$ cat config.mk
export PLATFORM = sky130hd
export DESIGN_NAME = filt_sched
export DESIGN_NICKNAME = d
export VERILOG_FILES = /design/src/rtl/filt_sched.sv
export SDC_FILE = /design/constraint.sdc
export NUM_CORES = 1
export LEC_CHECK = 0
export CAP_MARGIN = 40
export CORE_MARGIN = 2
export CORE_UTILIZATION = 51
export DETAILED_ROUTE_END_ITERATION = 6
export PLACE_DENSITY_LB_ADDON = 0.15
export SYNTH_ARGS = -nofsm -noshare
export SYNTH_HDL_FRONTEND = slang
export SYNTH_SLANG_ARGS = --single-unit
export TNS_END_PERCENT = 30
$ cat constraint.sdc
create_clock -name clk -period 3.6 [get_ports clk]
set_input_delay 1.08 -clock clk [delete_from_list [all_inputs] [get_ports clk]]
set_output_delay 1.08 -clock clk [all_outputs]
set_load 0.03 [all_outputs]
$ cat src/rtl/filt_sched.sv
// filt_sched: round-robin scheduler sharing one FILTA/FILTB averaging datapath across NCH channels.
// Build option FILT_SCHED_FILTB_EN adds the per-channel DML file and FILTB path; otherwise dmlp is 0.

module filt_sched #(
    parameter int NCH = 4,
    parameter int CW  = 2
) (
    input  logic             clk,
    input  logic             rst_n,
    input  logic [NCH-1:0]   req,
    input  logic [3*NCH-1:0] fi_bus,
    input  logic             clr,
    output logic [NCH-1:0]   ack,
    output logic             out_valid,
    output logic [CW-1:0]    out_ch,
    output logic [11:0]      dmsp,
    output logic [13:0]      dmlp,
    output logic             busy
);

    // state | meaning
    // IDLE  | wait for clr or a request; arbitrate and latch channel/FI on grant
    // RD    | fetch DMS/DML of the granted channel into operand registers
    // UPD   | compute, write back, present result and pulse ack
    typedef enum logic [1:0] {IDLE, RD, UPD} state_t;

    state_t          state;
    logic [CW-1:0]   ptr;
    logic [CW-1:0]   ch;
    logic [2:0]      fi_q;
    logic [11:0]     op_dms;
    logic [11:0]     dms_mem [NCH];
    logic [2:0]      fi_arr  [NCH];

    logic            gnt_found;
    logic [CW-1:0]   gnt_idx;
    logic [7:0]      a_hi;
    logic [11:0]     dmsp_c;

    for (genvar k = 0; k < NCH; k++) begin : g_fi
        assign fi_arr[k] = fi_bus[3*k +: 3];
    end

    // Scan from farthest to nearest so the first requester after ptr wins.
    always_comb begin : arb
        logic [CW:0] s;
        gnt_found = 1'b0;
        gnt_idx   = '0;
        s         = '0;
        for (int i = NCH; i >= 1; i--) begin
            s = {1'b0, ptr} + (CW+1)'(i);
            if (s >= (CW+1)'(NCH))
                s = s - (CW+1)'(NCH);
            if (req[s[CW-1:0]]) begin
                gnt_found = 1'b1;
                gnt_idx   = s[CW-1:0];
            end
        end
    end

    // DIF>>5 computed directly: the low five bits of FI<<9 are zero, so they only
    // contribute a borrow when DMS has any low bits set. DIFS is the top bit and
    // the +3840 adjustment is a sign extension to 12 bits.
    assign a_hi   = {1'b0, fi_q, 4'd0} - {1'b0, op_dms[11:5]} - {7'd0, |op_dms[4:0]};
    assign dmsp_c = {{4{a_hi[7]}}, a_hi} + op_dms;

`ifdef FILT_SCHED_FILTB_EN
    logic [13:0] op_dml;
    logic [13:0] dml_mem [NCH];
    logic [7:0]  b_hi;
    logic [13:0] dmlp_c;

    assign b_hi   = {1'b0, fi_q, 4'd0} - {1'b0, op_dml[13:7]} - {7'd0, |op_dml[6:0]};
    assign dmlp_c = {{6{b_hi[7]}}, b_hi} + op_dml;
`else
    assign dmlp = '0;
`endif

    always_ff @(posedge clk or negedge rst_n) begin
        if (!rst_n) begin
            state     <= IDLE;
            ptr       <= CW'(NCH-1);
            ch        <= '0;
            fi_q      <= '0;
            op_dms    <= '0;
            ack       <= '0;
            out_valid <= 1'b0;
            out_ch    <= '0;
            dmsp      <= '0;
            busy      <= 1'b0;
            for (int k = 0; k < NCH; k++) dms_mem[k] <= '0;
`ifdef FILT_SCHED_FILTB_EN
            op_dml    <= '0;
            dmlp      <= '0;
            for (int k = 0; k < NCH; k++) dml_mem[k] <= '0;
`endif
        end else begin
            ack       <= '0;
            out_valid <= 1'b0;
            case (state)
                IDLE: begin
                    if (clr) begin
                        for (int k = 0; k < NCH; k++) dms_mem[k] <= '0;
`ifdef FILT_SCHED_FILTB_EN
                        for (int k = 0; k < NCH; k++) dml_mem[k] <= '0;
`endif
                    end else if (gnt_found) begin
                        ch    <= gnt_idx;
                        fi_q  <= fi_arr[gnt_idx];
                        ptr   <= gnt_idx;
                        busy  <= 1'b1;
                        state <= RD;
                    end
                end
                RD: begin
                    op_dms <= dms_mem[ch];
`ifdef FILT_SCHED_FILTB_EN
                    op_dml <= dml_mem[ch];
`endif
                    state  <= UPD;
                end
                UPD: begin
                    dms_mem[ch] <= dmsp_c;
                    dmsp        <= dmsp_c;
`ifdef FILT_SCHED_FILTB_EN
                    dml_mem[ch] <= dmlp_c;
                    dmlp        <= dmlp_c;
`endif
                    out_ch      <= ch;
                    ack         <= NCH'(1) << ch;
                    out_valid   <= 1'b1;
                    busy        <= 1'b0;
                    state       <= IDLE;
                end
                default: begin
                    busy  <= 1'b0;
                    state <= IDLE;
                end
            endcase
        end
    end

endmodule

; After elaboration in Yosys (flattened, before gate mapping)
; Cells that the tools add are included.
[totals]
mem_bits_rw = 0
mem_bits_ro = 0
in_bits = 19
output_inout_bits = 34
mem_count = 0
word_cells = 93
latchBits = 0
ff_bits = 89
[classes]
n_reduce_logical = 8
n_eq_ne = 5
bitwise = 4
n_addsub = 11
n_div = 0
n_mul = 0
n_lt_le_gt_ge = 11
muxes = 39
shift = 1
[ops]
columns = cell, count
row1 = 48-bit one-hot mux with 2 select lines, 1
row2 = 48-bit bitwise mux, 1
row3 = 48-bit 2-to-1 mux, 1
row4 = 12-bit 2-to-1 mux, 3
row5 = 12-bit binary-select mux with 2-bit select, 1
row6 = 12-bit demux with 2-bit select, 1
row7 = 2-bit 2-to-1 mux, 10
row8 = "3-bit greater-or-equal comparator, second input constant", 6
row9 = 12-bit adder, 1
row10 = "2-bit by 3-bit < comparator with 1-bit output, second input constant", 4
row11 = 1-bit 2-to-1 mux, 11
row12 = 1-bit binary-select mux with 2-bit select, 4
row13 = "2-bit by 1-bit subtractor with 2-bit output, second input constant", 4
row14 = 7-bit by 7-bit subtractor with 8-bit output, 1
row15 = 8-bit by 1-bit subtractor with 8-bit output, 1
row16 = "2-bit by 2-bit adder with 3-bit output, second input constant", 2
row17 = 3-bit binary-select mux with 2-bit select, 1
row18 = 3-bit 2-to-1 mux, 2
row19 = "2-bit != test, second input constant", 3
row20 = 2-bit inverter with 3-bit output, 2
row21 = 3-bit AND reduction, 2
row22 = 5-bit OR reduction, 1
row23 = 4-bit 2-to-1 mux, 1
row24 = 2-bit one-hot mux with 2 select lines, 1
row25 = other kinds (12), 14

; Depth between registers and ports, before layout
; Gate-level depths: netlist of run 1.
[logic_depth]
ltp_word = 13
ltp_mapped = 18
ltp_nobuf = 18

; Worst setup path after synthesis of run 1
; No wires, ideal clock.
[synth_timing]
kind = reg-to-reg
from = reg op_dms[0]
to = reg dmsp[11]
arrival_time_ps = 3461
setup_ps = 125
path_slack_ps = 13
path_buffers = 0
synth_period_minus_slack_ps = 3587
required_ps = 3475
stages_incl_launch_ff = 19
cell_sequence = dfrtp_1 -> or4_1 -> nor2_1 -> ha_1 -> ha_1 -> inv_1 -> ha_1 -> nor2_1 -> o31a_1 -> o21ai_0 -> nand2b_1 -> xnor2_1 -> ha_1 -> a21oi_1 -> o21bai_1 -> a21oi_1 -> o21ai_2 -> xor2_2 -> mux2_4
[synth_via]
elab_chain_len = 3
[synth_rtl]
columns = item, line_no
row1 = from (decl), 31  ; logic [11:0] op_dms;
row2 = from (signal assigned), 116  ; op_dms <= dms_mem[ch];
row3 = 5-bit OR reduction, 64  ; assign a_hi = {1'b0, fi_q, 4'd0} - {1'b0, op_dms[11:5]} - {7'd0, |op_dms[4:0]};
row4 = 8-bit by 1-bit subtractor with 8-bit output, 64
row5 = 12-bit adder *, 65  ; assign dmsp_c = {{4{a_hi[7]}}, a_hi} + op_dms;
row6 = to (signal assigned), 124  ; dmsp <= dmsp_c;
row7 = to (decl), 16  ; output logic [11:0] dmsp,
; Mark *: on every way between the ends. The rest lies on a longest branch, timed or not.
; A chain may end at the register's enable or synchronous reset.

; Final worst setup path of run 1
; Same ends and word-level chain as after synthesis.

==> metrics.yaml, run 1 <==
placed_design:
  gp_congestion: 0.7967
  port_buffers: 38
  dpl.hpwl_um: 7526
  placed_area_um2: 5343
detailed_routing:
  drc: 0
  drt_iter0_markers: 221
  via_per_inst: 5.742
  ant_nets: 0
  wl_um: 10980
  vias: 3428
  first_pass_iters: 4
  wl_per_cell_um: 18.39
grt:
  grt_max_degree: 47
  antenna_found_initial: 0
  groute.usage.overall_pct: 23.04
  grt_pass1_wl_um: 18150
  grt_pass1_vias: 3558
  grt_overflow: 0
cts:
  cts.sinks: 89
  htreeDepth: 3
  hold_buffers: 0
  cts_tree: "done"
  cts_buffer_depth: 2
  clk_pin_slew_worst_paths_ns: 0.09
  clk_latency_ns: 0.36
  cts_root_buf: "clkbuf_8"
  cts_buffers: 9
synth:
  ys_types: 56
  synth-async-reset-ratio_pct: 100.0
  syn_inst: 425
  synth-seq-cells: 89
  ys_seq_area_share_pct: 46.59
  synthFlopType: "dfrtp_1"
  ys_warn_count: 0
  syn_area_per_cell_um2: 11.26
  syn_area_um2: 4786
  synth_edf_count: 0
floorplan:
  die_w_um: 100.9
  start_util_pct: 52.29
  die_y_um: 100.9
  core_um2: 9153
  ioPinCount: 53
  num_rows: 35
  die_area_um2: 10170
final_layout:
  design_area_um2: 5766
  final_util_pct: 62.99
  layout_common_cells: "dfrtp_1, nand2_1, a22o_1, clkdlybuf4s50_1, inv_1"
  fillers: 732
  mostFrequentLayoutCell: "dfrtp_1"
  drive_gt1_share_pct: 22.22
  syn2layout_area_growth_pct: 20.47
  fin_nets: 526
  insertedDiodeCount: 0
timing:
  period_minus_slack_ns: 3.537
  hold_violations: 0
  maxSlewViolCount: 0
  skew_ns: 0.01008
  rsz0062_at_grt: "yes"
  slew_headroom_pct: 41.18
  min_period_over_period_pct: 98.24
  setup_viol: 0
  hold_ws_ns: 0.4895
  fmaxAchievable_mhz: 282.7
  tightest_slew_ns: 0.8775
worst_setup_path:
  path_max_fanout: 5
  endpoint_kind: "register"
  r2r_slack_ns: 0.06
  worst_setup_path_start_kind: "register"
  worst_ep_arrival_time_ns: 3.79
  critPathKind: "register to register"
  cp.required_ns: 3.85
hold_path:
  worstHoldPathType: "register to register"
status:
  status: "complete, no violations"
run:
  maxCapViolations: 0
==> worst paths after layout <==
path                       startpoint       end  cells after the start
setup / recovery            op_dms[0]  dmsp[11]                     18
hold / removal                dmsp[4]   dmsp[4]                      2
setup reg to reg            op_dms[0]  dmsp[11]                     18
hold reg to reg               dmsp[4]   dmsp[4]                      2
max in group asynchronous       rst_n    ptr[1]                      2
min in group asynchronous       rst_n    ack[0]                      1
==> per-stage QoR <==
step	cells	TNS, ns	setup WS [ns]
2_1_floorplan	438	0	0.01346
3_5_place_dp	576	-0.6101	-0.09512
4_1_cts	593	-0.1273	-0.03455
6_report	597	0	0.06326
3_3_place_gp	574	0	0.001104
5_1_grt	597	-1.829	-0.1210
==> layer usage <==
| layer | part of all wire, % | up-vias | track usage [%] |
|---|---|---|---|
| li1 | - | 1610 | - |
| met1 | 46 | 1713 | 34.16 |
| met2 | 48 | 88 | 35.03 |
| met3 | 4.5 | 17 | 4.369 |
| met4 | 1.4 | 0 | 6.112 |
| met5 | 0 | - | 0 |
==> cell usage after synthesis, types with 3 or more instances <==
cell type,number,share of area (%)
o21ai_1,6,0.63
o21ai_0,18,1.9
nor2b_1,3,0.39
a32o_1,6,1.3
mux4_2,12,5.6
xor2_1,3,0.55
a22o_1,37,6.8
a21o_1,10,1.6
mux2i_1,7,1.5
inv_1,28,2.2
dfrtp_1,87,45
mux2_2,12,2.8
nor2_1,15,1.2
buf_4,15,2.4
ha_1,25,6.5
nand4_1,3,0.39
xnor2_1,8,1.5
nor3_2,3,0.63
a21oi_1,13,1.4
nand2b_1,9,1.2
buf_2,5,0.52
nand2_1,48,3.8
clkbuf_1,8,0.63
==> final cells by class <==
class | instances | area [um^2] | share of cell area [%]
Timing Repair Buffer | 63 | 596.8 | 10.35
Tap cell | 111 | 138.9 | 2.409
Sequential cell | 89 | 2230 | 38.67
Clock inverter | 7 | 70.07 | 1.215
Multi-Input combinational cell | 289 | 2497 | 43.32
Inverter | 29 | 108.9 | 1.888
Clock buffer | 9 | 123.9 | 2.148
==> kinds of logic after synthesis <==
logic type / count (synthesis) / share of synthesized area (%)
mux: 33 / 10.56
xor+xnor: 13 / 2.693
buf+inv: 60 / 6.170
compound gates: 108 / 17.20
simple gates: 95 / 9.751
other cells: 1 / 0.07836
fa+ha+maj: 26 / 6.954
flops: 89 / 46.59
==> state kept, by name, summed over array words and instances (netlist names) <==
name	cells
ack	4
ptr	2
op_dms	12
busy	1
dmsp	12
fi_q	3
out_valid	1
state	2
ch	2
dms_mem	48
out_ch	2
==> critical path: stages (launching register included) <==
cell and delay [ns]:
dfrtp_1 0.39, or4_1 0.52, nor2_1 0.12, ha_2 0.20, ha_4 0.13, inv_2 0.04
ha_4 0.15, nor2_4 0.07, o31a_1 0.14, o21ai_1 0.07, nand2b_1 0.18, xnor2_4 0.20
ha_4 0.27, a21oi_4 0.16, o21bai_1 0.10, a21oi_2 0.14, o21ai_2 0.08, xor2_2 0.18
mux2_4 0.27
==> repair_timing <==
action	4_1_cts	5_1_grt
pin swaps	1	14
setup endpoints to repair	14	32
resized for setup	4	35
buffers inserted	1	4
Power of run 1 is not shown: default switching activity piles up to over one toggle a cycle in this logic, so the estimate is an artifact.
==> inputs of run 2 (changes only) <==
--- a/config.mk
+++ b/config.mk
@@ -7,7 +7,7 @@
 export LEC_CHECK = 0
 export CAP_MARGIN = 40
 export CORE_MARGIN = 2
-export CORE_UTILIZATION = 51
+export CORE_UTILIZATION = 50
 export DETAILED_ROUTE_END_ITERATION = 6
 export PLACE_DENSITY_LB_ADDON = 0.15
 export SYNTH_ARGS = -nofsm -noshare
==> constraint.sdc (replaced) <==
create_clock -name clk -period 3.6 [get_ports clk]
set_input_delay 1.08 -clock clk [delete_from_list [all_inputs] [get_ports clk]]
set_output_delay 1.08 -clock clk [all_outputs]
set_load 0.01 [all_outputs]
==> run 2 against run 1 <==
  * The flow now finishes with violations (negative setup slack)
  * Critical path depth did not move
  * Largest cell class unchanged
  * Global-route usage fell by 0.29 points
  * Sequential cell count did not move
  * Critical path type unchanged
==> metrics.yaml, run 2 (same netlist as run 1, synthesis figures left out) <==
grt:
  groute.usage.overall_pct: 22.75  # -0.29 points
  grt_max_degree: 55  # +17%
  grt_pass1_vias: 3480  # -2.2%
  grt_pass1_wl_um: 18040  # -0.61%
  grt_overflow: 0  # unchanged
  antenna_found_initial: 0  # unchanged
final_layout:
  regArea_um2: 2230  # unchanged
  largest_reg_flops: 48  # unchanged
  multiInputGateArea_um2: 2507  # +0.40%
  final_util_pct: 62.37  # -0.62 points
  fin_nets: 526  # unchanged
  top_register: "dms_mem"
  syn2layout_area_growth_pct: 20.99
  fillers: 762  # +4.1%
  largest_registers: "dms_mem: 48 flops, dmsp: 12 flops, op_dms: 12 flops"
  mostFrequentLayoutCell: "dfrtp_1"
  drive_gt1_share_pct: 22.22  # unchanged
  layout_common_cells: "dfrtp_1, nand2_1, a22o_1, clkdlybuf4s50_1, inv_1"
  insertedDiodeCount: 0  # unchanged
worst_setup_path:
  endpoint_kind: "register"
  rr_startpoint: "op_dms[2]"
  crit_slowest_cell: "or4_4"
  worstReg2RegEnd: "dmsp[11]"
  crit_family: "simple AND/OR/NAND/NOR gates"
  cp.required_ns: 3.84  # about the same
  critPathBufInv: 1  # unchanged
  r2r_slack_ns: -0.02  # -0.09 ns
  cpPeakStageDelay_ns: 0.54  # +0.02 ns
  path_common_cell: "ha_4"
  worst_setup_path_start_kind: "register"
  reg2reg_depth: 18  # unchanged
  critPathKind: "register to register"
  path_max_fanout: 5  # unchanged
  worst_ep_arrival_time_ns: 3.87  # +0.08 ns
  crit_chain: "or4_4 -> nor2_4 -> ha_4 -> ha_4 -> inv_1 -> ha_2 -> nor2_2 -> o31a_1 -> o21ai_1 -> nand2b_1 -> xnor2_4 -> ha_4 -> a21oi_4 -> o21bai_1 -> a21oi_2 -> o21ai_2 -> xor2_2 -> mux2_4"
detailed_routing:
  vias: 3387  # -1.2%
  via_per_inst: 5.507  # -4.1%
  drt_iter0_markers: 200  # -9.5%
  drc: 0  # unchanged
  wl_um: 10830  # -1.4%
  ant_nets: 0  # unchanged
  wl_per_cell_um: 17.61  # -4.2%
  first_pass_iters: 4  # unchanged
cts:
  cts.sinks: 89  # unchanged
  cts_buffer_depth: 2  # unchanged
  cts_tree: "done"
  cts_buffers: 9  # unchanged
  htreeDepth: 3  # unchanged
  clk_latency_ns: 0.35  # about the same
  cts_root_buf: "clkbuf_8"
  clk_pin_slew_worst_paths_ns: 0.10  # about the same
timing:
  hold_ws_ns: 0.4878  # -0.001720 ns
  skew_ns: 0.01372  # +0.003637 ns
  hold_violations: 0  # unchanged
  fin_tns_setup_ns: -0.05105  # -0.05105 ns
  maxSlewViolCount: 0  # unchanged
  rsz0062_at_grt: "yes"
  setup_ws_ns: -0.02301  # -0.08627 ns
  period_minus_slack_ns: 3.623  # +0.08627 ns
  setup_viol: 3  # +3
  fmaxAchievable_mhz: 276.0  # -2.4%
  min_period_over_period_pct: 100.6  # +2.4 points
  tightest_slew_ns: 0.8386  # -0.03895 ns
  slew_headroom_pct: 43.79  # +2.6 points
floorplan:
  num_rows: 35  # unchanged
  die_area_um2: 10370  # +1.9%
  core_um2: 9284  # +1.4%
  ioPinCount: 53  # unchanged
  die_y_um: 101.8  # +0.96%
  start_util_pct: 51.55  # -0.74 points
  die_w_um: 101.8  # +0.96%
hold_path:
  worstHoldPathType: "register to register"
  min_from: "dmsp[7]"
  whs_path_depth: 2  # unchanged
  hold_end: "dmsp[7]"
placed_design:
  place_ws_ns: -0.1047  # -0.009580 ns
  gp_congestion: 0.8808  # +11%
  port_buffers: 38  # unchanged
  dpl.hpwl_um: 7568  # +0.55%
run:
  maxCapViolations: 0  # unchanged
status:
  status: "finished, violations left"
  violations: "negative setup slack"
run 2: cell types whose count changed in the layout (fill, tap and decap cells not counted), moves of 2 or more:
cell        delta
inv_8          +2
clkinvlp_4     +2
clkinv_2       -3
o21ai_0        +2
run 2: stage by stage:
| stage | cells | area (um^2) |
|---|---|---|
| 6_report | 615 | 5791 |
| 5_1_grt | 615 | 5791 |
| 4_1_cts | 609 | 5563 |
| 3_5_place_dp | 593 | 5358 |
| 3_3_place_gp | 589 | 5300 |
| 2_1_floorplan | 438 | 4835 |
run 2: worst max-delay path by stage:
stage / slack (ns) / from / cells past startpoint / endpoint
floorplan: 0.01 / op_dms[0] / 18 / dmsp[11]
global placement: 0.01 / op_dms[0] / 18 / dmsp[11]
detailed placement: -0.10 / op_dms[0] / 17 / dmsp[8]
CTS: -0.02 / op_dms[0] / 18 / dmsp[11]
global route: -0.17 / op_dms[2] / 18 / dmsp[11]
finish: -0.02 / op_dms[2] / 18 / dmsp[11]
run 2: area by class of cell:
type / instances / share of cell area [%]
inverters: 29 / 1.880
flip-flops and latches: 89 / 38.50
clock buffers: 9 / 2.139
well taps: 129 / 2.787
clock inverters: 7 / 1.080
multi-input cells: 289 / 43.30
repair buffers: 63 / 10.31
run 2: timing repair:
item                       CTS  global route
hold buffers                 0             0
setup buffers                0             6
resized for setup            3            34
setup endpoints to repair   14            30
pin swaps                    0            25
run 2: worst min-delay path, cell delays in order, from the launching register on:
cell     delay, ns
dfrtp_1       0.35
nand2_1       0.05
nand2_1       0.06
run 2: routing by layer:
| layer | wire length [um] | GRT usage [%] | vias up | part of all wire [%] |
|---|---|---|---|---|
| met2 | 5238 | 34.87 | 85 | 48 |
| met3 | 517 | 3.694 | 5 | 4.8 |
| li1 | - | - | 1607 | - |
| met4 | 70 | 6.359 | 0 | 0.65 |
| met5 | 0 | 0 | - | 0 |
| met1 | 5003 | 34.00 | 1690 | 46 |
Power of run 2 is left out for the same reason.
==> inputs of run 3 (changes only) <==
--- a/config.mk
+++ b/config.mk
@@ -9,7 +9,8 @@
 export CORE_MARGIN = 2
 export CORE_UTILIZATION = 50
 export DETAILED_ROUTE_END_ITERATION = 6
-export PLACE_DENSITY_LB_ADDON = 0.15
+export PLACE_DENSITY = 0.82
+export SLEW_MARGIN = 40
 export SYNTH_ARGS = -nofsm -noshare
 export SYNTH_HDL_FRONTEND = slang
 export SYNTH_SLANG_ARGS = --single-unit
==> run 3 against run 2 <==
  * The flow still finishes with violations (negative setup slack)
  * Die area unchanged
  * Via count increased by 4.5%
  * Register-to-register slack got worse by 0.02 ns
  * Fmax decreased by 0.51%
  * Sequential share of layout area increased by 0.19 points
  * Wire length increased by 5.2%
  * Critical path depth increased by 1
  * Cell count decreased by 0.33%
  * Worst hold slack improved by 0.0024 ns
==> metrics.yaml, run 3 (same netlist as run 1, synthesis figures left out) <==
status:
  status: "finished, violations left"
  violations: "negative setup slack"
grt:
  grt_max_degree: 56  # +1.8%
  grt_overflow: 0  # unchanged
  grt_pass1_vias: 3532  # +1.5%
  grt_pass1_wl_um: 18320  # +1.5%
  groute.usage.overall_pct: 22.99  # +0.24 points
  antenna_found_initial: 0  # unchanged
detailed_routing:
  via_per_inst: 5.772  # +4.8%
  wl_per_cell_um: 18.59  # +5.6%
  drc: 0  # unchanged
  ant_nets: 0  # unchanged
  wl_um: 11400  # +5.2%
  drt_iter0_markers: 273  # +37%
  first_pass_iters: 5  # +1
  vias: 3538  # +4.5%
timing:
  tightest_slew_ns: 0.8512  # +0.01263 ns
  hold_violations: 0  # unchanged
  period_minus_slack_ns: 3.641  # +0.01838 ns
  hold_ws_ns: 0.4901  # +0.002352 ns
  setup_viol: 2  # -1
  maxSlewViolCount: 0  # unchanged
  skew_ns: 0.01378  # +0.00005910 ns
  min_period_over_period_pct: 101.1  # +0.51 points
  setup_ws_ns: -0.04139  # -0.01838 ns
  slew_headroom_pct: 42.94  # -0.85 points
  fmaxAchievable_mhz: 274.6  # -0.51%
  rsz0062_at_grt: "yes"
worst_setup_path:
  crit_end: "dmsp[11]"
  worst_ep_arrival_time_ns: 3.91  # +0.04 ns
  cp.required_ns: 3.87  # +0.03 ns
  rr_startpoint: "op_dms[0]"
  worstReg2RegEnd: "dmsp[11]"
  critPathKind: "register to register"
  endpoint_kind: "register"
  r2r_slack_ns: -0.04  # -0.02 ns
  path_max_fanout: 5  # unchanged
  startpoint: "op_dms[0]"
  worst_setup_path_start_kind: "register"
  reg2reg_depth: 19  # +1
floorplan:
  die_area_um2: 10370  # unchanged
  ioPinCount: 53  # unchanged
  num_rows: 35  # unchanged
  start_util_pct: 51.55  # unchanged
  die_w_um: 101.8  # unchanged
  core_um2: 9284  # unchanged
  die_y_um: 101.8  # unchanged
final_layout:
  drive_gt1_share_pct: 21.69  # -0.53 points
  layout_common_cells: "dfrtp_1, nand2_1, a22o_1, clkdlybuf4s50_1, inv_1"
  syn2layout_area_growth_pct: 20.55
  fillers: 689  # -9.6%
  design_area_um2: 5769  # -0.37%
  mostFrequentLayoutCell: "dfrtp_1"
  largest_registers: "dms_mem: 48 flops, dmsp: 12 flops, op_dms: 12 flops"
  top_register: "dms_mem"
  final_cells: 613  # -0.33%
  insertedDiodeCount: 0  # unchanged
  fin_nets: 524  # -0.38%
  largest_reg_flops: 48  # unchanged
placed_design:
  placed_area_um2: 5310  # -0.89%
  dpl.hpwl_um: 7635  # +0.89%
  gp_congestion: 0.9021  # +2.4%
  port_buffers: 38  # unchanged
  dp_cells: 590  # -0.51%
run:
  maxCapViolations: 0  # unchanged
cts:
  clk_latency_ns: 0.38  # +0.03 ns
  hold_buffers: 0  # unchanged
  cts_buffers: 9  # unchanged
  cts_tree: "done"
  cts_root_buf: "clkbuf_8"
  htreeDepth: 3  # unchanged
  clk_pin_slew_worst_paths_ns: 0.10  # about the same
  cts.sinks: 89  # unchanged
  cts_buffer_depth: 2  # unchanged
hold_path:
  worstHoldPathType: "register to register"
==> run 3: cell types whose count changed in the layout (fill, tap and decap cells not counted), sizes merged <==
cell,previous run,this run
clkinvlp,3,1
clkbuf,9,10
bufinv,0,1
buf,26,24
==> run 3: critical path, stage by stage (launching register included) <==
cell,delay (ns)
dfrtp_1,0.38
or4_1,0.51
nor2_1,0.11
ha_2,0.20
ha_4,0.13
inv_2,0.04
ha_4,0.16
nor2_4,0.10
o31a_1,0.15
o21ai_1,0.07
nand2b_1,0.19
xnor2_4,0.21
buf_12,0.16
ha_4,0.21
inv_2,0.07
o21bai_1,0.08
a21oi_1,0.17
o21ai_2,0.10
xor2_2,0.22
mux2_4,0.28
==> run 3: how the worst min path moves through the flow <==
stage | startpoint | to | slack (ns) | cells past startpoint
floorplan | dms_mem[46] | dms_mem[46] | 0.44 | 2
global placement | dms_mem[46] | dms_mem[46] | 0.45 | 2
detailed placement | dms_mem[46] | dms_mem[46] | 0.47 | 2
CTS | dms_mem[46] | dms_mem[46] | 0.49 | 2
global route | dms_mem[46] | dms_mem[46] | 0.51 | 2
finish | dms_mem[46] | dms_mem[46] | 0.49 | 2
==> run 3: what timing repair did <==
action | CTS | global route
gates resized for setup | 13 | 19
pin swaps | 10 | 14
setup buffers | 3 | 4
setup endpoints to repair | 15 | 25
==> run 3: area by class of cell <==
cell class	count	area [um^2]	share of cell area (%)
Inverter	29	108.9	1.887
Clock buffer	10	137.6	2.386
Clock inverter	6	72.57	1.258
Tap cell	129	161.4	2.798
Sequential cell	89	2232	38.69
Multi-Input combinational cell	289	2494	43.22
Timing Repair Buffer	61	563.0	9.759
==> run 3: metrics by stage <==
step | util [%] | setup WS (ns) | setup TNS [ns]
after floorplan | - | 0.01346 | 0
after global placement | 57.17 | 0.04871 | 0
after detailed placement | 57.20 | -0.1152 | -0.6029
after CTS | 60.55 | -0.02291 | -0.03973
after global routing | 62.14 | -0.1820 | -1.994
final | 62.14 | -0.04139 | -0.05056
==> run 3: metal layers <==
layer	global-route usage (%)	vias up	wire length (um)
li1	-	1605	-
met1	31.44	1765	4836
met2	36.74	141	5650
met3	4.651	27	699
met4	8.513	0	209
met5	0	-	0
Power of run 3 is left out for the same reason.
